[src/rtl/spi_pkg.sv]
// Shared types and constants for the SPI slave receiver.
package spi_pkg;

    typedef enum logic [1:0] {
        IDLE,
        ACTIVE,
        DONE
    } state_e;

    localparam logic [1:0] SPI_MODE_NEG = 2'd1;
    localparam logic [1:0] SPI_MODE_POS = 2'd2;

    localparam int unsigned DATA_W_DEFAULT = 64;

    // Every mode other than NEG samples on the rising SCK edge.
    function automatic logic samples_on_rise(logic [1:0] mode);
        return mode != SPI_MODE_NEG;
    endfunction

endpackage

[src/rtl/spi_slave_rx_if.sv]
// SPI pins plus the transmit-load and receive valid/ack handshakes of the slave.
interface spi_slave_rx_if #(
    parameter int unsigned DATA_W = spi_pkg::DATA_W_DEFAULT,
    parameter int unsigned CNT_W  = 7
);
    logic              SCK;
    logic              SS_N;
    logic              MOSI;
    logic              MISO;
    logic [1:0]        M;
    logic [DATA_W-1:0] tx_data;
    logic              tx_load;
    logic              tx_ready;
    logic [DATA_W-1:0] rx_data;
    logic [CNT_W-1:0]  rx_len;
    logic              rx_valid;
    logic              rx_ack;
    logic              overrun;

    modport slave (
        input  SCK, SS_N, MOSI, M, tx_data, tx_load, rx_ack,
        output MISO, tx_ready, rx_data, rx_len, rx_valid, overrun
    );

    modport master (
        output SCK, SS_N, MOSI, M, tx_data, tx_load, rx_ack,
        input  MISO, tx_ready, rx_data, rx_len, rx_valid, overrun
    );

endinterface

[src/rtl/spi_pin_sync.sv]
// Multi-flop synchronizer with a history flop and edge pulses for one async pin.
module spi_pin_sync #(
    parameter int unsigned SYNC_STAGES = 2,
    parameter logic        RESET_VAL   = 1'b0
) (
    input  logic clk,
    input  logic rst_n,
    input  logic pin,
    output logic sync,
    output logic rise,
    output logic fall
);

    logic [SYNC_STAGES-1:0] chain_q;
    logic                   hist_q;
    logic [SYNC_STAGES:0]   prime_q;

    always_ff @(posedge clk or negedge rst_n) begin
        if (!rst_n) begin
            chain_q <= {SYNC_STAGES{RESET_VAL}};
            hist_q  <= RESET_VAL;
            prime_q <= '0;
        end else begin
            chain_q <= {chain_q[SYNC_STAGES-2:0], pin};
            hist_q  <= chain_q[SYNC_STAGES-1];
            prime_q <= {prime_q[SYNC_STAGES-1:0], 1'b1};
        end
    end

    // Edges are suppressed until the chain and history hold real pin samples, so a
    // level already present at reset release never looks like a transition.
    always_comb begin
        sync = chain_q[SYNC_STAGES-1];
        rise = prime_q[SYNC_STAGES] & sync & ~hist_q;
        fall = prime_q[SYNC_STAGES] & ~sync & hist_q;
    end

endmodule

[src/rtl/spi_slave_rx.sv]
// SPI slave: oversampled pins, LSB-first receive word with valid/ack, shadowed MISO word.
module spi_slave_rx
    import spi_pkg::*;
#(
    parameter int unsigned DATA_W      = DATA_W_DEFAULT,
    parameter int unsigned SYNC_STAGES = 2,
    parameter int unsigned CNT_W       = 7
) (
    input logic           CLOCK,
    input logic           RST,
    spi_slave_rx_if.slave bus
);

    localparam int unsigned IDX_W = $clog2(DATA_W);

    state_e state_q, state_d;

    logic              sck_rise, sck_fall, ss_rise, ss_fall, mosi_sync;
    logic              unused_sck_sync, unused_ss_sync, unused_mosi_rise, unused_mosi_fall;
    logic              sample_edge, shift_edge;
    logic [CNT_W-1:0]  cnt_q;
    logic [DATA_W-1:0] rx_work_q, shadow_q, rx_data_q;
    logic [CNT_W-1:0]  rx_len_q;
    logic              rx_valid_q, overrun_q, miso_q, seen_q;

    spi_pin_sync #(.SYNC_STAGES(SYNC_STAGES), .RESET_VAL(1'b0)) u_sck_sync (
        .clk(CLOCK), .rst_n(RST), .pin(bus.SCK),
        .sync(unused_sck_sync), .rise(sck_rise), .fall(sck_fall)
    );

    spi_pin_sync #(.SYNC_STAGES(SYNC_STAGES), .RESET_VAL(1'b1)) u_ss_sync (
        .clk(CLOCK), .rst_n(RST), .pin(bus.SS_N),
        .sync(unused_ss_sync), .rise(ss_rise), .fall(ss_fall)
    );

    spi_pin_sync #(.SYNC_STAGES(SYNC_STAGES), .RESET_VAL(1'b0)) u_mosi_sync (
        .clk(CLOCK), .rst_n(RST), .pin(bus.MOSI),
        .sync(mosi_sync), .rise(unused_mosi_rise), .fall(unused_mosi_fall)
    );

    assign sample_edge = samples_on_rise(bus.M) ? sck_rise : sck_fall;
    assign shift_edge  = samples_on_rise(bus.M) ? sck_fall : sck_rise;

    always_ff @(posedge CLOCK or negedge RST) begin
        if (!RST) begin
            state_q <= IDLE;
        end else begin
            state_q <= state_d;
        end
    end

    always_comb begin
        state_d = state_q;
        unique case (state_q)
            IDLE:    if (ss_fall) state_d = ACTIVE;
            ACTIVE:  if (ss_rise) state_d = DONE;
            DONE:    state_d = IDLE;
            default: state_d = IDLE;
        endcase
    end

    always_comb begin
        bus.MISO     = 1'b0;
        bus.tx_ready = 1'b0;
        if (state_q == ACTIVE) bus.MISO = miso_q;
        if (state_q == IDLE)   bus.tx_ready = 1'b1;
    end

    always_ff @(posedge CLOCK or negedge RST) begin
        if (!RST) begin
            cnt_q      <= '0;
            rx_work_q  <= '0;
            shadow_q   <= '0;
            rx_data_q  <= '0;
            rx_len_q   <= '0;
            rx_valid_q <= 1'b0;
            overrun_q  <= 1'b0;
            miso_q     <= 1'b0;
            seen_q     <= 1'b0;
        end else begin
            overrun_q <= 1'b0;
            if (bus.rx_ack) rx_valid_q <= 1'b0;
            unique case (state_q)
                IDLE: begin
                    if (bus.tx_load) shadow_q <= bus.tx_data;
                    if (ss_fall) begin
                        cnt_q     <= '0;
                        rx_work_q <= '0;
                        miso_q    <= shadow_q[0];
                        seen_q    <= 1'b0;
                    end
                end
                ACTIVE: begin
                    if (sample_edge) begin
                        seen_q <= 1'b1;
                        if (cnt_q < CNT_W'(DATA_W)) begin
                            rx_work_q[cnt_q[IDX_W-1:0]] <= mosi_sync;
                            cnt_q <= cnt_q + CNT_W'(1);
                        end
                    end
                    // A shift edge ahead of the first sample keeps bit 0 on MISO.
                    if (shift_edge && seen_q) begin
                        shadow_q <= shadow_q >> 1;
                        miso_q   <= shadow_q[1];
                    end
                end
                DONE: begin
                    if (cnt_q != '0) begin
                        rx_data_q  <= rx_work_q;
                        rx_len_q   <= cnt_q;
                        rx_valid_q <= 1'b1;
                        overrun_q  <= rx_valid_q & ~bus.rx_ack;
                    end
                end
                default: ;
            endcase
        end
    end

    assign bus.rx_data  = rx_data_q;
    assign bus.rx_len   = rx_len_q;
    assign bus.rx_valid = rx_valid_q;
    assign bus.overrun  = overrun_q;

endmodule

[src/flat_wrapper.sv]
// flat-port wrapper written by rule: the top's interface ports become plain ports
module spi_slave_rx_flat import spi_pkg::*;
#(
    parameter int unsigned DATA_W      = DATA_W_DEFAULT,
    parameter int unsigned SYNC_STAGES = 2,
    parameter int unsigned CNT_W       = 7
)
  (CLOCK, RST, bus_SCK, bus_SS_N, bus_MOSI, bus_M, bus_tx_data, bus_tx_load, bus_rx_ack, bus_MISO, bus_tx_ready, bus_rx_data, bus_rx_len, bus_rx_valid, bus_overrun);
  spi_slave_rx_if #(.DATA_W(DATA_W), .CNT_W(CNT_W)) bus_i ();
  input logic CLOCK;
  input logic RST;
  input wire logic [$bits(bus_i.SCK)-1:0] bus_SCK;
  input wire logic [$bits(bus_i.SS_N)-1:0] bus_SS_N;
  input wire logic [$bits(bus_i.MOSI)-1:0] bus_MOSI;
  input wire logic [$bits(bus_i.M)-1:0] bus_M;
  input wire logic [$bits(bus_i.tx_data)-1:0] bus_tx_data;
  input wire logic [$bits(bus_i.tx_load)-1:0] bus_tx_load;
  input wire logic [$bits(bus_i.rx_ack)-1:0] bus_rx_ack;
  output wire logic [$bits(bus_i.MISO)-1:0] bus_MISO;
  output wire logic [$bits(bus_i.tx_ready)-1:0] bus_tx_ready;
  output wire logic [$bits(bus_i.rx_data)-1:0] bus_rx_data;
  output wire logic [$bits(bus_i.rx_len)-1:0] bus_rx_len;
  output wire logic [$bits(bus_i.rx_valid)-1:0] bus_rx_valid;
  output wire logic [$bits(bus_i.overrun)-1:0] bus_overrun;
  assign bus_i.SCK = bus_SCK;
  assign bus_i.SS_N = bus_SS_N;
  assign bus_i.MOSI = bus_MOSI;
  assign bus_i.M = bus_M;
  assign bus_i.tx_data = bus_tx_data;
  assign bus_i.tx_load = bus_tx_load;
  assign bus_i.rx_ack = bus_rx_ack;
  assign bus_MISO = bus_i.MISO;
  assign bus_tx_ready = bus_i.tx_ready;
  assign bus_rx_data = bus_i.rx_data;
  assign bus_rx_len = bus_i.rx_len;
  assign bus_rx_valid = bus_i.rx_valid;
  assign bus_overrun = bus_i.overrun;
  spi_slave_rx #(.DATA_W(DATA_W), .SYNC_STAGES(SYNC_STAGES), .CNT_W(CNT_W)) u_core (.CLOCK(CLOCK), .RST(RST), .bus(bus_i));
endmodule
[config.mk]
export PLATFORM = sky130hd
export DESIGN_NAME = spi_slave_rx_flat
export DESIGN_NICKNAME = d
export VERILOG_FILES = /design/src/rtl/spi_pkg.sv /design/src/rtl/spi_slave_rx_if.sv /design/src/rtl/spi_pin_sync.sv /design/src/rtl/spi_slave_rx.sv /design/src/flat_wrapper.sv
export SDC_FILE = /design/constraint.sdc
export NUM_CORES = 1
export LEC_CHECK = 0
export ABC_AREA = 1
export BUFFER_PORTS_ARGS = -buffer_cell sky130_fd_sc_hd__buf_2
export CAP_MARGIN = 0
export CORE_ASPECT_RATIO = 1.25
export CORE_UTILIZATION = 30
export DETAILED_ROUTE_END_ITERATION = 10
export MAX_ROUTING_LAYER = met4
export PLACE_DENSITY = 0.47
export REMOVE_ABC_BUFFERS = 1
export SYNTH_ARGS = -nofsm -noshare
export SYNTH_HDL_FRONTEND = slang
export SYNTH_SLANG_ARGS = --single-unit
[constraint.sdc]
create_clock -name CLOCK -period 4.3 [get_ports CLOCK]
set_input_delay 0.86 -clock CLOCK [delete_from_list [all_inputs] [get_ports CLOCK]]
set_output_delay 0.86 -clock CLOCK [all_outputs]
set_load 0.05 [all_outputs]
==> report_table.html, run 1 <==
<table>
<tr><th>Metric</th><th>Value</th></tr>
<tr><th colspan="2">Setup path</th></tr>
<tr><td>Cell with the largest stage delay on the worst path</td><td>sky130_fd_sc_hd__dfrtp_1</td></tr>
<tr><td>Family with the most delay on the worst path</td><td>simple AND/OR/NAND/NOR gates</td></tr>
<tr><td>Data arrival time of the critical path</td><td>1990 ps</td></tr>
<tr><td>R2r endpoint</td><td>u_core.cnt_q[0]</td></tr>
<tr><td>Critical Path Sink Type</td><td>output port</td></tr>
<tr><td>Kind of launch point of the worst setup path</td><td>flip-flop</td></tr>
<tr><td>Length in cells of the worst reg-to-reg path</td><td>7</td></tr>
<tr><td>Largest stage delay, worst path</td><td>420 ps</td></tr>
<tr><td>Worst Path Required</td><td>3440 ps</td></tr>
<tr><td>Highest fanout seen on the critical path</td><td>62</td></tr>
<tr><td>Internal reg-to-reg setup slack</td><td>1500 ps</td></tr>
<tr><td>Beginning of the worst register-to-register path</td><td>u_core.state_q[1]</td></tr>
<tr><td>Critical Path Start</td><td>u_core.state_q[1]</td></tr>
<tr><td>Cell Chain, Critical Path</td><td>inv_2 -&gt; nand2_4 -&gt; nor2_1 -&gt; buf_2</td></tr>
<tr><td>Buffers &amp; Inverters on Critical Path</td><td>2</td></tr>
<tr><td>Kind of critical path</td><td>flip-flop to output port</td></tr>
<tr><th colspan="2">CTS</th></tr>
<tr><td>Number of CTS-inserted buffers</td><td>26</td></tr>
<tr><td>Clock tree sinks</td><td>223</td></tr>
<tr><td>Hold-fix buffers at CTS</td><td>0</td></tr>
<tr><td>Clock latency reported for the late side of the worst-skew pair</td><td>540 ps</td></tr>
<tr><td>Library cell used as clock root buffer</td><td>sky130_fd_sc_hd__clkbuf_16</td></tr>
<tr><td>Total of cells resized after clock tree synthesis</td><td>0</td></tr>
<tr><td>CTS tree</td><td>built</td></tr>
<tr><td>Deepest level of the CTS H-tree</td><td>1</td></tr>
<tr><td>Clock transition at path regs</td><td>60 ps</td></tr>
<tr><td>Deepest clock path buffer count</td><td>3</td></tr>
<tr><td>Post-CTS setup-driven buffer insertion count</td><td>0</td></tr>
<tr><th colspan="2">Global route</th></tr>
<tr><td>Initial antenna violation count</td><td>0</td></tr>
<tr><td>Largest net degree at the start of global routing</td><td>96</td></tr>
<tr><td>Vias in the first global route</td><td>8,781</td></tr>
<tr><td>All-Layer GR Usage</td><td>0.158</td></tr>
<tr><td>Final global-route overflow total</td><td>0</td></tr>
<tr><td>Global-route wire length before repair</td><td>46,200 µm</td></tr>
<tr><th colspan="2">Die</th></tr>
<tr><td>Vertical extent of the die</td><td>214 µm</td></tr>
<tr><td>Starting density of the core</td><td>0.305</td></tr>
<tr><td>Horizontal die dimension</td><td>172 µm</td></tr>
<tr><td>Row count</td><td>77</td></tr>
<tr><td>Core Area</td><td>35,500 µm²</td></tr>
<tr><td>Number of I/O pins</td><td>148</td></tr>
<tr><td>Area enclosed by the die boundary</td><td>36,800 µm²</td></tr>
<tr><th colspan="2">Yosys</th></tr>
<tr><td>Sequential-to-total area share from yosys stat</td><td>0.516</td></tr>
<tr><td>Number of instances in the synthesized netlist</td><td>1,392</td></tr>
<tr><td>Post-synthesis cell type count</td><td>25</td></tr>
<tr><td>Ys async rst share</td><td>1.00</td></tr>
<tr><td>Count of flip-flops with a built-in enable after synthesis</td><td>0</td></tr>
<tr><td>YS warnings</td><td>0</td></tr>
<tr><td>Post-Syn Area per Cell</td><td>7.77 µm²</td></tr>
<tr><td>Count of state elements after synthesis</td><td>223</td></tr>
<tr><td>Cell area after synthesis</td><td>10,800 µm²</td></tr>
<tr><td>Post-synth top flop</td><td>sky130_fd_sc_hd__dfrtp_1</td></tr>
<tr><th colspan="2">Placed design</th></tr>
<tr><td>Gp weighted congestion</td><td>0.749</td></tr>
<tr><td>DP HPWL</td><td>17,200 µm</td></tr>
<tr><td># port buffers</td><td>147</td></tr>
<tr><td>Area after DPL</td><td>11,700 µm²</td></tr>
<tr><th colspan="2">Drt</th></tr>
<tr><td>Initial DRT Pass Iterations</td><td>5</td></tr>
<tr><td>Residual antenna-violating net count after detailed routing</td><td>0</td></tr>
<tr><td>DR DRC count</td><td>0</td></tr>
<tr><td>Detailed-route via count</td><td>9,213</td></tr>
<tr><td>Total Routed Length</td><td>28,200 µm</td></tr>
<tr><td>Mean number of vias per cell</td><td>4.68</td></tr>
<tr><td>Average detailed-routed wire length per instance</td><td>14.3 µm</td></tr>
<tr><td>Number of DRC markers after the initial detailed-route iteration</td><td>565</td></tr>
<tr><th colspan="2">Timing</th></tr>
<tr><td>Hold_ws</td><td>333 ps</td></tr>
<tr><td>Setup clock skew after layout</td><td>13.8 ps</td></tr>
<tr><td>Fmax</td><td>351 MHz</td></tr>
<tr><td>Final setup violation count</td><td>0</td></tr>
<tr><td>Final-report hold violation count</td><td>0</td></tr>
<tr><td>Worst-Margin Slew</td><td>976 ps</td></tr>
<tr><td>Post-route fraction of the period consumed by the critical path</td><td>0.663</td></tr>
<tr><td>Max Transition Viols Final</td><td>0</td></tr>
<tr><td>Final worst path period need</td><td>2850 ps</td></tr>
<tr><td>Sum of negative setup slack</td><td>0 ps</td></tr>
<tr><td>Slew HR</td><td>0.349</td></tr>
<tr><td>Setup repair after global routing missed its margin</td><td>no</td></tr>
<tr><th colspan="2">Hold path</th></tr>
<tr><td>Hold WC Path Type</td><td>input port to async pin</td></tr>
<tr><th colspan="2">Final layout</th></tr>
<tr><td>Area Growth Syn to Fin</td><td>17.3%</td></tr>
<tr><td>Fraction of layout instances using a drive strength above 1</td><td>0.149</td></tr>
<tr><td>Area occupied by multi-input gates</td><td>4330 µm²</td></tr>
<tr><td>Flip-flop and latch area</td><td>5580 µm²</td></tr>
<tr><td>Final Util</td><td>0.358</td></tr>
<tr><td>Design area</td><td>12,700 µm²</td></tr>
<tr><td>Fillers</td><td>3,855</td></tr>
<tr><td>Fin nets</td><td>1,549</td></tr>
<tr><td>Ant. Diodes</td><td>0</td></tr>
<tr><th colspan="2">Pwr</th></tr>
<tr><td>Cell area power density</td><td>526 nW/µm²</td></tr>
<tr><td>Worst vdd ir</td><td>0.287 mV</td></tr>
<tr><td>P_leak</td><td>6.72 nW</td></tr>
<tr><th colspan="2">Job</th></tr>
<tr><td>Count of max-cap constraint violations</td><td>0</td></tr>
<tr><th colspan="2">Status</th></tr>
<tr><td>Run status</td><td>finished clean</td></tr>
</table>
-- cell usage in the layout, fill, tap and decap left out, types with 5 or more instances in the layout --
master	count
sky130_fd_sc_hd__nand2_1	474
sky130_fd_sc_hd__dfrtp_1	220
sky130_fd_sc_hd__o21ai_0	174
sky130_fd_sc_hd__nand3_1	160
sky130_fd_sc_hd__buf_2	146
sky130_fd_sc_hd__inv_1	98
sky130_fd_sc_hd__nand4_1	65
sky130_fd_sc_hd__nor2_1	63
sky130_fd_sc_hd__clkbuf_16	27
sky130_fd_sc_hd__o21ai_1	11
sky130_fd_sc_hd__buf_4	11
sky130_fd_sc_hd__clkbuf_8	8
sky130_fd_sc_hd__clkinv_2	5
-- logic make-up after synthesis --
logic type      synth area share
compound gates            0.0860
other cells             0.000347
simple gates               0.308
flops                      0.516
fa+ha+maj                0.00231
buf+inv                   0.0874
-- per-layer routing --
| metal | global-route usage | up-vias | wire length, µm |
|---|---|---|---|
| met4 | 0.0360 | 0 | 420 |
| met2 | 0.248 | 196 | 13000 |
| met1 | 0.215 | 4317 | 13500 |
| met3 | 0.0223 | 31 | 1340 |
| li1 | - | 4669 | - |
| met5 | - | - | 0 |
-- metrics by stage --
stage	setup WS (ps)	std cells	power [mW]
floorplan	-1590	1287	3.77
global route	1130	1968	7.14
detailed placement	1430	1920	4.30
finish	1450	1968	6.68
CTS	1410	1968	6.78
global placement	1470	1920	4.27
-- final cells by class --
| cell class | instances | area share |
|---|---|---|
| flip-flops and latches | 223 | 0.440 |
| multi-input cells | 963 | 0.341 |
| repair buffers | 159 | 0.0669 |
| clock buffers | 36 | 0.0622 |
| well taps | 474 | 0.0467 |
| inverters | 101 | 0.0299 |
| clock inverters | 12 | 0.0133 |
-- flip-flops by register name, summed over array words and instances, names as in the netlist, 2 cells and up --
signal / count
u_core.u_sck_sync.chain_q: 2
u_core.bus.rx_len: 7
u_core.u_mosi_sync.chain_q: 2
u_core.u_ss_sync.chain_q: 2
u_core.u_sck_sync.prime_q: 3
u_core.state_q: 2
u_core.cnt_q: 7
u_core.shadow_q: 64
u_core.bus.rx_data: 64
u_core.rx_work_q: 64
-- cell usage after synthesis, types with 5 or more instances --
master                     number  area share
sky130_fd_sc_hd__nand2_1      475        0.16
sky130_fd_sc_hd__o21ai_1       11      0.0051
sky130_fd_sc_hd__dfrtp_1      220        0.51
sky130_fd_sc_hd__buf_2         50       0.023
sky130_fd_sc_hd__o21ai_0      174       0.080
sky130_fd_sc_hd__inv_1         98       0.034
sky130_fd_sc_hd__nand3_1      161       0.074
sky130_fd_sc_hd__buf_6         12       0.012
sky130_fd_sc_hd__clkbuf_1      30       0.010
sky130_fd_sc_hd__buf_1          7      0.0024
sky130_fd_sc_hd__nand4_1       65       0.038
sky130_fd_sc_hd__nor2_1        63       0.022
sky130_fd_sc_hd__buf_4          5      0.0035
-- worst max path at each step --
stage | endpoint | cells past startpoint
floorplan | u_core.cnt_q[0] | 6
global placement | u_core.rx_work_q[35] | 10
detailed placement | u_core.seen_q | 10
CTS | bus_MISO | 3
global route | u_core.cnt_q[0] | 8
finish | bus_MISO | 4
-- report_power, final --
group          switching, mW  total, mW  leakage, nW  internal (mW)
combinational           1.26       1.71         3.26          0.451
sequential             0.118       2.53         2.99           2.41
clock                  0.924       2.44        0.472           1.52
Note: power is estimated with default switching activity, not from simulation.
==> run 2, diff against run 1 <==
==> constraint.sdc (replaced) <==
create_clock -name CLOCK -period 2.7 [get_ports CLOCK]
set_input_delay 0.54 -clock CLOCK [delete_from_list [all_inputs] [get_ports CLOCK]]
set_output_delay 0.54 -clock CLOCK [all_outputs]
set_load 0.05 [all_outputs]
==> report_table.html, run 2 (synthesis results as in run 1) <==
<table>
<tr><th>Metric</th><th>Value</th></tr>
<tr><th colspan="2">Status</th></tr>
<tr><td>Run status</td><td>finished clean</td></tr>
<tr><th colspan="2">CTS</th></tr>
<tr><td>Clock tree sinks</td><td>223</td></tr>
<tr><td>Clock transition at path regs</td><td>60 ps</td></tr>
<tr><td>Deepest level of the CTS H-tree</td><td>1</td></tr>
<tr><td>Post-CTS setup-driven buffer insertion count</td><td>0</td></tr>
<tr><td>Total of cells resized after clock tree synthesis</td><td>0</td></tr>
<tr><td>Number of CTS-inserted buffers</td><td>26</td></tr>
<tr><td>CTS tree</td><td>built</td></tr>
<tr><td>Clock latency reported for the late side of the worst-skew pair</td><td>540 ps</td></tr>
<tr><td>Library cell used as clock root buffer</td><td>sky130_fd_sc_hd__clkbuf_16</td></tr>
<tr><td>Hold-fix buffers at CTS</td><td>1</td></tr>
<tr><td>Deepest clock path buffer count</td><td>3</td></tr>
<tr><th colspan="2">Pwr</th></tr>
<tr><td>Part of the total power dissipated in the clock network</td><td>0.344</td></tr>
<tr><td>Switch Pwr</td><td>3.65 mW</td></tr>
<tr><td>P_leak</td><td>6.79 nW</td></tr>
<tr><td>Logic gate share of total power</td><td>0.273</td></tr>
<tr><td>Total power after layout</td><td>10.5 mW</td></tr>
<tr><td>Internal power consumption</td><td>6.85 mW</td></tr>
<tr><td>Cell area power density</td><td>819 nW/µm²</td></tr>
<tr><td>Seq pwr share</td><td>0.384</td></tr>
<tr><td>Switching power share of the total</td><td>0.348</td></tr>
<tr><td>Worst vdd ir</td><td>0.463 mV</td></tr>
<tr><th colspan="2">Setup path</th></tr>
<tr><td>Family with the most delay on the worst path</td><td>flip-flops</td></tr>
<tr><td>Kind of critical path</td><td>flip-flop to output port</td></tr>
<tr><td>Internal reg-to-reg setup slack</td><td>720 ps</td></tr>
<tr><td>Critical Path Start</td><td>u_core.state_q[1]</td></tr>
<tr><td>Kind of launch point of the worst setup path</td><td>flip-flop</td></tr>
<tr><td>Length in cells of the worst reg-to-reg path</td><td>7</td></tr>
<tr><td>Cell with the largest stage delay on the worst path</td><td>sky130_fd_sc_hd__dfrtp_1</td></tr>
<tr><td>Cell Chain, Critical Path</td><td>inv_2 -&gt; nand2_4 -&gt; nor2_1 -&gt; buf_2</td></tr>
<tr><td>Highest fanout seen on the critical path</td><td>8</td></tr>
<tr><td>Critical Path Sink Type</td><td>output port</td></tr>
<tr><td>Largest stage delay, worst path</td><td>420 ps</td></tr>
<tr><td>R2r endpoint</td><td>u_core.cnt_q[0]</td></tr>
<tr><td>Beginning of the worst register-to-register path</td><td>u_core.state_q[1]</td></tr>
<tr><td>Buffers &amp; Inverters on Critical Path</td><td>2</td></tr>
<tr><td>Number of cells on the critical path</td><td>4</td></tr>
<tr><td>Worst Path Required</td><td>2160 ps</td></tr>
<tr><td>Data arrival time of the critical path</td><td>1580 ps</td></tr>
<tr><th colspan="2">Final layout</th></tr>
<tr><td>Most frequent standard cell in the layout excluding fill and tap cells</td><td>sky130_fd_sc_hd__nand2_1</td></tr>
<tr><td>Fraction of layout instances using a drive strength above 1</td><td>0.153</td></tr>
<tr><td>Fin nets</td><td>1,560</td></tr>
<tr><td>Leading cell types in the layout, fill and taps excluded</td><td>474 x sky130_fd_sc_hd__nand2_1, 220 x sky130_fd_sc_hd__dfrtp_1, 174 x sky130_fd_sc_hd__o21ai_0, 160 x sky130_fd_sc_hd__nand3_1, 146 x sky130_fd_sc_hd__buf_2</td></tr>
<tr><td>Area Growth Syn to Fin</td><td>18.5%</td></tr>
<tr><td>Ant. Diodes</td><td>0</td></tr>
<tr><th colspan="2">Global route</th></tr>
<tr><td>Initial antenna violation count</td><td>0</td></tr>
<tr><td>Final global-route overflow total</td><td>0</td></tr>
<tr><td>Largest net degree at the start of global routing</td><td>93</td></tr>
<tr><td>Global-route wire length before repair</td><td>46,600 µm</td></tr>
<tr><td>Vias in the first global route</td><td>8,808</td></tr>
<tr><td>All-Layer GR Usage</td><td>0.160</td></tr>
<tr><th colspan="2">Timing</th></tr>
<tr><td>Sum of negative setup slack</td><td>0 ps</td></tr>
<tr><td>Worst-Margin Slew</td><td>749 ps</td></tr>
<tr><td>Fmax</td><td>471 MHz</td></tr>
<tr><td>Setup clock skew after layout</td><td>11.5 ps</td></tr>
<tr><td>Post-route fraction of the period consumed by the critical path</td><td>0.786</td></tr>
<tr><td>Final setup violation count</td><td>0</td></tr>
<tr><td>Final-report hold violation count</td><td>0</td></tr>
<tr><td>Max Transition Viols Final</td><td>0</td></tr>
<tr><td>Slew HR</td><td>0.501</td></tr>
<tr><td>Setup repair after global routing missed its margin</td><td>no</td></tr>
<tr><td>Final worst path period need</td><td>2120 ps</td></tr>
<tr><td>Hold_ws</td><td>98.0 ps</td></tr>
<tr><th colspan="2">Die</th></tr>
<tr><td>Starting density of the core</td><td>0.305</td></tr>
<tr><td>Area enclosed by the die boundary</td><td>36,800 µm²</td></tr>
<tr><td>Core Area</td><td>35,500 µm²</td></tr>
<tr><td>Horizontal die dimension</td><td>172 µm</td></tr>
<tr><td>Number of I/O pins</td><td>148</td></tr>
<tr><td>Vertical extent of the die</td><td>214 µm</td></tr>
<tr><td>Row count</td><td>77</td></tr>
<tr><th colspan="2">Drt</th></tr>
<tr><td>Mean number of vias per cell</td><td>4.66</td></tr>
<tr><td>Total Routed Length</td><td>28,300 µm</td></tr>
<tr><td>Average detailed-routed wire length per instance</td><td>14.3 µm</td></tr>
<tr><td>Initial DRT Pass Iterations</td><td>4</td></tr>
<tr><td>Detailed-route via count</td><td>9,231</td></tr>
<tr><td>Number of DRC markers after the initial detailed-route iteration</td><td>562</td></tr>
<tr><td>Residual antenna-violating net count after detailed routing</td><td>0</td></tr>
<tr><td>DR DRC count</td><td>0</td></tr>
<tr><th colspan="2">Hold path</th></tr>
<tr><td>Worst Hold Path EP</td><td>u_core.u_ss_sync.chain_q[0]</td></tr>
<tr><td>Worst min-delay path startpoint</td><td>bus_SS_N</td></tr>
<tr><td>Hold Path Stages</td><td>1</td></tr>
<tr><td>Hold WC Path Type</td><td>input port to flip-flop</td></tr>
<tr><th colspan="2">Placed design</th></tr>
<tr><td>Gp weighted congestion</td><td>0.781</td></tr>
<tr><td># port buffers</td><td>147</td></tr>
<tr><td>DP HPWL</td><td>18,200 µm</td></tr>
<tr><th colspan="2">Job</th></tr>
<tr><td>Count of max-cap constraint violations</td><td>0</td></tr>
</table>
-- run 2: cell count changes in the layout (fill, tap and decap cells not counted), sizes merged --
cell	before	now
dlygate4sd3	0	1
clkinvlp	2	1
clkbuf	36	37
bufinv	4	2
clkinv	6	8
buf	159	169
-- run 2: power groups by stage --
stage	Clock [mW]	Combinational, mW	Sequential, mW
floorplan	0	1.91	4.09
global placement	0	2.87	4.08
detailed placement	0	2.91	4.09
CTS	3.75	2.93	4.03
global route	3.90	3.29	4.08
finish	3.61	2.86	4.03
-- run 2: worst max path at each step --
stage / end / slack [ps]
floorplan: u_core.cnt_q[0] / -3190
global placement: u_core.rx_work_q[61] / 720
detailed placement: u_core.rx_work_q[27] / 720
CTS: bus_MISO / 530
global route: bus_MISO / 460
finish: bus_MISO / 580
-- run 2: layout make-up --
| cell class | count | area [µm²] |
|---|---|---|
| Fill cell | 3828 | 22600 |
| Sequential cell | 223 | 5580 |
| Multi-Input combinational cell | 963 | 4330 |
| Timing Repair Buffer | 170 | 1060 |
| Clock buffer | 37 | 773 |
| Tap cell | 474 | 593 |
| Inverter | 101 | 379 |
| Clock inverter | 11 | 108 |
-- run 2: per-layer routing --
| metal | share of wire | global-route usage | up-vias |
|---|---|---|---|
| li1 | - | - | 4690 |
| met1 | 0.48 | 0.213 | 4328 |
| met2 | 0.46 | 0.254 | 180 |
| met3 | 0.042 | 0.0216 | 33 |
| met4 | 0.018 | 0.0410 | 0 |
| met5 | 0 | - | - |
-- run 2: stage by stage --
stage                     area (µm²)  worst slack, ps  cells  utilization
after floorplan                10300            -3190   1287            -
after global placement         11900              722   1930        0.336
after detailed placement       11900              718   1930        0.336
after CTS                      12800              529   1979        0.362
after global routing           12800              460   1979        0.362
final                          12800              578   1979        0.362
==> run 3, diff against run 2 <==
==> constraint.sdc (replaced) <==
create_clock -name CLOCK -period 2.19 [get_ports CLOCK]
set_input_delay 0.438 -clock CLOCK [delete_from_list [all_inputs] [get_ports CLOCK]]
set_output_delay 0.438 -clock CLOCK [all_outputs]
set_load 0.05 [all_outputs]
==> report_table.html, run 3 (synthesis results as in run 1) <==
<table>
<tr><th>Metric</th><th>Value</th></tr>
<tr><th colspan="2">Timing</th></tr>
<tr><td>Post-route fraction of the period consumed by the critical path</td><td>0.942</td></tr>
<tr><td>Setup clock skew after layout</td><td>17.2 ps</td></tr>
<tr><td>Max Transition Viols Final</td><td>0</td></tr>
<tr><td>Sum of negative setup slack</td><td>0 ps</td></tr>
<tr><td>Setup repair after global routing missed its margin</td><td>no</td></tr>
<tr><td>Final-report hold violation count</td><td>0</td></tr>
<tr><td>Slew HR</td><td>0.575</td></tr>
<tr><td>Hold_ws</td><td>154 ps</td></tr>
<tr><td>Final setup violation count</td><td>0</td></tr>
<tr><td>Fmax</td><td>485 MHz</td></tr>
<tr><td>Final worst path period need</td><td>2060 ps</td></tr>
<tr><td>Worst-Margin Slew</td><td>637 ps</td></tr>
<tr><th colspan="2">Final layout</th></tr>
<tr><td>Area Growth Syn to Fin</td><td>20.7%</td></tr>
<tr><td>Flip-flop and latch area</td><td>5580 µm²</td></tr>
<tr><td>Leading cell types in the layout, fill and taps excluded</td><td>474 x sky130_fd_sc_hd__nand2_1, 220 x sky130_fd_sc_hd__dfrtp_1, 174 x sky130_fd_sc_hd__o21ai_0, 160 x sky130_fd_sc_hd__nand3_1, 146 x sky130_fd_sc_hd__buf_2</td></tr>
<tr><td>Area occupied by multi-input gates</td><td>4330 µm²</td></tr>
<tr><td>Fin nets</td><td>1,584</td></tr>
<tr><td>Most frequent standard cell in the layout excluding fill and tap cells</td><td>sky130_fd_sc_hd__nand2_1</td></tr>
<tr><td>Final Non-Filler Cells</td><td>2,001</td></tr>
<tr><td>Fraction of layout instances using a drive strength above 1</td><td>0.161</td></tr>
<tr><td>Fillers</td><td>3,834</td></tr>
<tr><td>Ant. Diodes</td><td>0</td></tr>
<tr><th colspan="2">Pwr</th></tr>
<tr><td>Worst vdd ir</td><td>0.590 mV</td></tr>
<tr><td>P_leak</td><td>6.91 nW</td></tr>
<tr><td>Total power after layout</td><td>13.2 mW</td></tr>
<tr><td>Cell area power density</td><td>1010 nW/µm²</td></tr>
<tr><th colspan="2">Die</th></tr>
<tr><td>Starting density of the core</td><td>0.305</td></tr>
<tr><td>Row count</td><td>77</td></tr>
<tr><td>Core Area</td><td>35,500 µm²</td></tr>
<tr><td>Area enclosed by the die boundary</td><td>36,800 µm²</td></tr>
<tr><td>Horizontal die dimension</td><td>172 µm</td></tr>
<tr><td>Vertical extent of the die</td><td>214 µm</td></tr>
<tr><td>Number of I/O pins</td><td>148</td></tr>
<tr><th colspan="2">Drt</th></tr>
<tr><td>Detailed-route via count</td><td>9,348</td></tr>
<tr><td>Mean number of vias per cell</td><td>4.67</td></tr>
<tr><td>Residual antenna-violating net count after detailed routing</td><td>0</td></tr>
<tr><td>Average detailed-routed wire length per instance</td><td>14.4 µm</td></tr>
<tr><td>DR DRC count</td><td>0</td></tr>
<tr><td>Total Routed Length</td><td>28,800 µm</td></tr>
<tr><td>Number of DRC markers after the initial detailed-route iteration</td><td>534</td></tr>
<tr><td>Initial DRT Pass Iterations</td><td>4</td></tr>
<tr><th colspan="2">Setup path</th></tr>
<tr><td>Buffers &amp; Inverters on Critical Path</td><td>2</td></tr>
<tr><td>Kind of critical path</td><td>flip-flop to output port</td></tr>
<tr><td>Worst Path Required</td><td>1750 ps</td></tr>
<tr><td>Cell Chain, Critical Path</td><td>inv_2 -&gt; nand2_4 -&gt; nor2_1 -&gt; buf_2</td></tr>
<tr><td>Data arrival time of the critical path</td><td>1620 ps</td></tr>
<tr><td>Largest stage delay, worst path</td><td>420 ps</td></tr>
<tr><td>Internal reg-to-reg setup slack</td><td>370 ps</td></tr>
<tr><td>Family with the most delay on the worst path</td><td>flip-flops</td></tr>
<tr><td>Highest fanout seen on the critical path</td><td>9</td></tr>
<tr><td>Cell with the largest stage delay on the worst path</td><td>sky130_fd_sc_hd__dfrtp_1</td></tr>
<tr><td>Kind of launch point of the worst setup path</td><td>flip-flop</td></tr>
<tr><td>Length in cells of the worst reg-to-reg path</td><td>8</td></tr>
<tr><td>Critical Path Sink Type</td><td>output port</td></tr>
<tr><td>Beginning of the worst register-to-register path</td><td>u_core.cnt_q[5]</td></tr>
<tr><td>Critical Path Start</td><td>u_core.state_q[1]</td></tr>
<tr><td>R2r endpoint</td><td>u_core.bus.rx_data[40]</td></tr>
<tr><th colspan="2">CTS</th></tr>
<tr><td>Post-CTS setup-driven buffer insertion count</td><td>0</td></tr>
<tr><td>Clock tree sinks</td><td>223</td></tr>
<tr><td>Clock transition at path regs</td><td>60 ps</td></tr>
<tr><td>Deepest level of the CTS H-tree</td><td>1</td></tr>
<tr><td>Clock latency reported for the late side of the worst-skew pair</td><td>540 ps</td></tr>
<tr><td>Number of CTS-inserted buffers</td><td>27</td></tr>
<tr><td>Deepest clock path buffer count</td><td>3</td></tr>
<tr><td>Total of cells resized after clock tree synthesis</td><td>0</td></tr>
<tr><td>Library cell used as clock root buffer</td><td>sky130_fd_sc_hd__clkbuf_16</td></tr>
<tr><td>CTS tree</td><td>built</td></tr>
<tr><th colspan="2">Hold path</th></tr>
<tr><td>Worst Hold Path EP</td><td>u_core.bus.overrun</td></tr>
<tr><td>Hold WC Path Type</td><td>input port to flip-flop</td></tr>
<tr><td>Hold Path Stages</td><td>4</td></tr>
<tr><td>Worst min-delay path startpoint</td><td>bus_rx_ack</td></tr>
<tr><th colspan="2">Global route</th></tr>
<tr><td>Vias in the first global route</td><td>9,150</td></tr>
<tr><td>Global-route wire length before repair</td><td>47,500 µm</td></tr>
<tr><td>Initial antenna violation count</td><td>0</td></tr>
<tr><td>All-Layer GR Usage</td><td>0.163</td></tr>
<tr><td>Final global-route overflow total</td><td>0</td></tr>
<tr><td>Largest net degree at the start of global routing</td><td>74</td></tr>
<tr><th colspan="2">Placed design</th></tr>
<tr><td># placed instances</td><td>1,950</td></tr>
<tr><td># port buffers</td><td>147</td></tr>
<tr><td>DP HPWL</td><td>18,600 µm</td></tr>
<tr><td>Gp weighted congestion</td><td>0.784</td></tr>
<tr><th colspan="2">Job</th></tr>
<tr><td>Count of max-cap constraint violations</td><td>0</td></tr>
<tr><th colspan="2">Status</th></tr>
<tr><td>Run status</td><td>finished clean</td></tr>
</table>
## run 3: final cells by class
type	instances	share of cell area
multi-input cells	963	0.331
flip-flops and latches	223	0.428
clock inverters	10	0.0120
repair buffers	193	0.0977
well taps	474	0.0454
inverters	101	0.0290
clock buffers	37	0.0569
## run 3: how the worst max path moves through the flow
| stage | depth (start not counted) | to |
|---|---|---|
| final | 4 | bus_MISO |
| after global routing | 4 | bus_MISO |
| after CTS | 4 | bus_MISO |
| after detailed placement | 7 | u_core.cnt_q[2] |
| after global placement | 7 | u_core.cnt_q[5] |
| after floorplan | 6 | u_core.cnt_q[0] |
## run 3: per-layer routing
layer / up-vias / routed length, µm / GRT usage
met5: - / 0 / -
met4: 0 / 357 / 0.0360
met3: 22 / 1260 / 0.0223
met2: 183 / 13500 / 0.266
met1: 4416 / 13700 / 0.214
li1: 4727 / - / -
## run 3: tightest hold or removal path: stages
cell	delay [ps]
sky130_fd_sc_hd__buf_2	70
sky130_fd_sc_hd__inv_1	30
sky130_fd_sc_hd__nand2_1	60
sky130_fd_sc_hd__nor2_1	50
## run 3: through the flow
step	area, µm²	utilization	setup WS [ps]
after floorplan	10300	-	-3700
after global placement	12100	0.342	318
after detailed placement	12100	0.342	292
after CTS	13100	0.368	86.5
after global routing	13100	0.368	46.7
final	13100	0.368	128
## run 3: repair_timing
action                                 in CTS  in global routing
endpoints found under the hold margin      37                  0
hold buffers                                4                  0
setup endpoints to repair                   0                  0
## run 3: power by group
| part | internal [mW] | total, mW | switching (mW) | leakage (nW) |
|---|---|---|---|---|
| registers | 4.73 | 4.92 | 0.188 | 2.99 |
| clock network | 2.83 | 4.59 | 1.76 | 0.445 |
| logic | 1.13 | 3.72 | 2.59 | 3.48 |
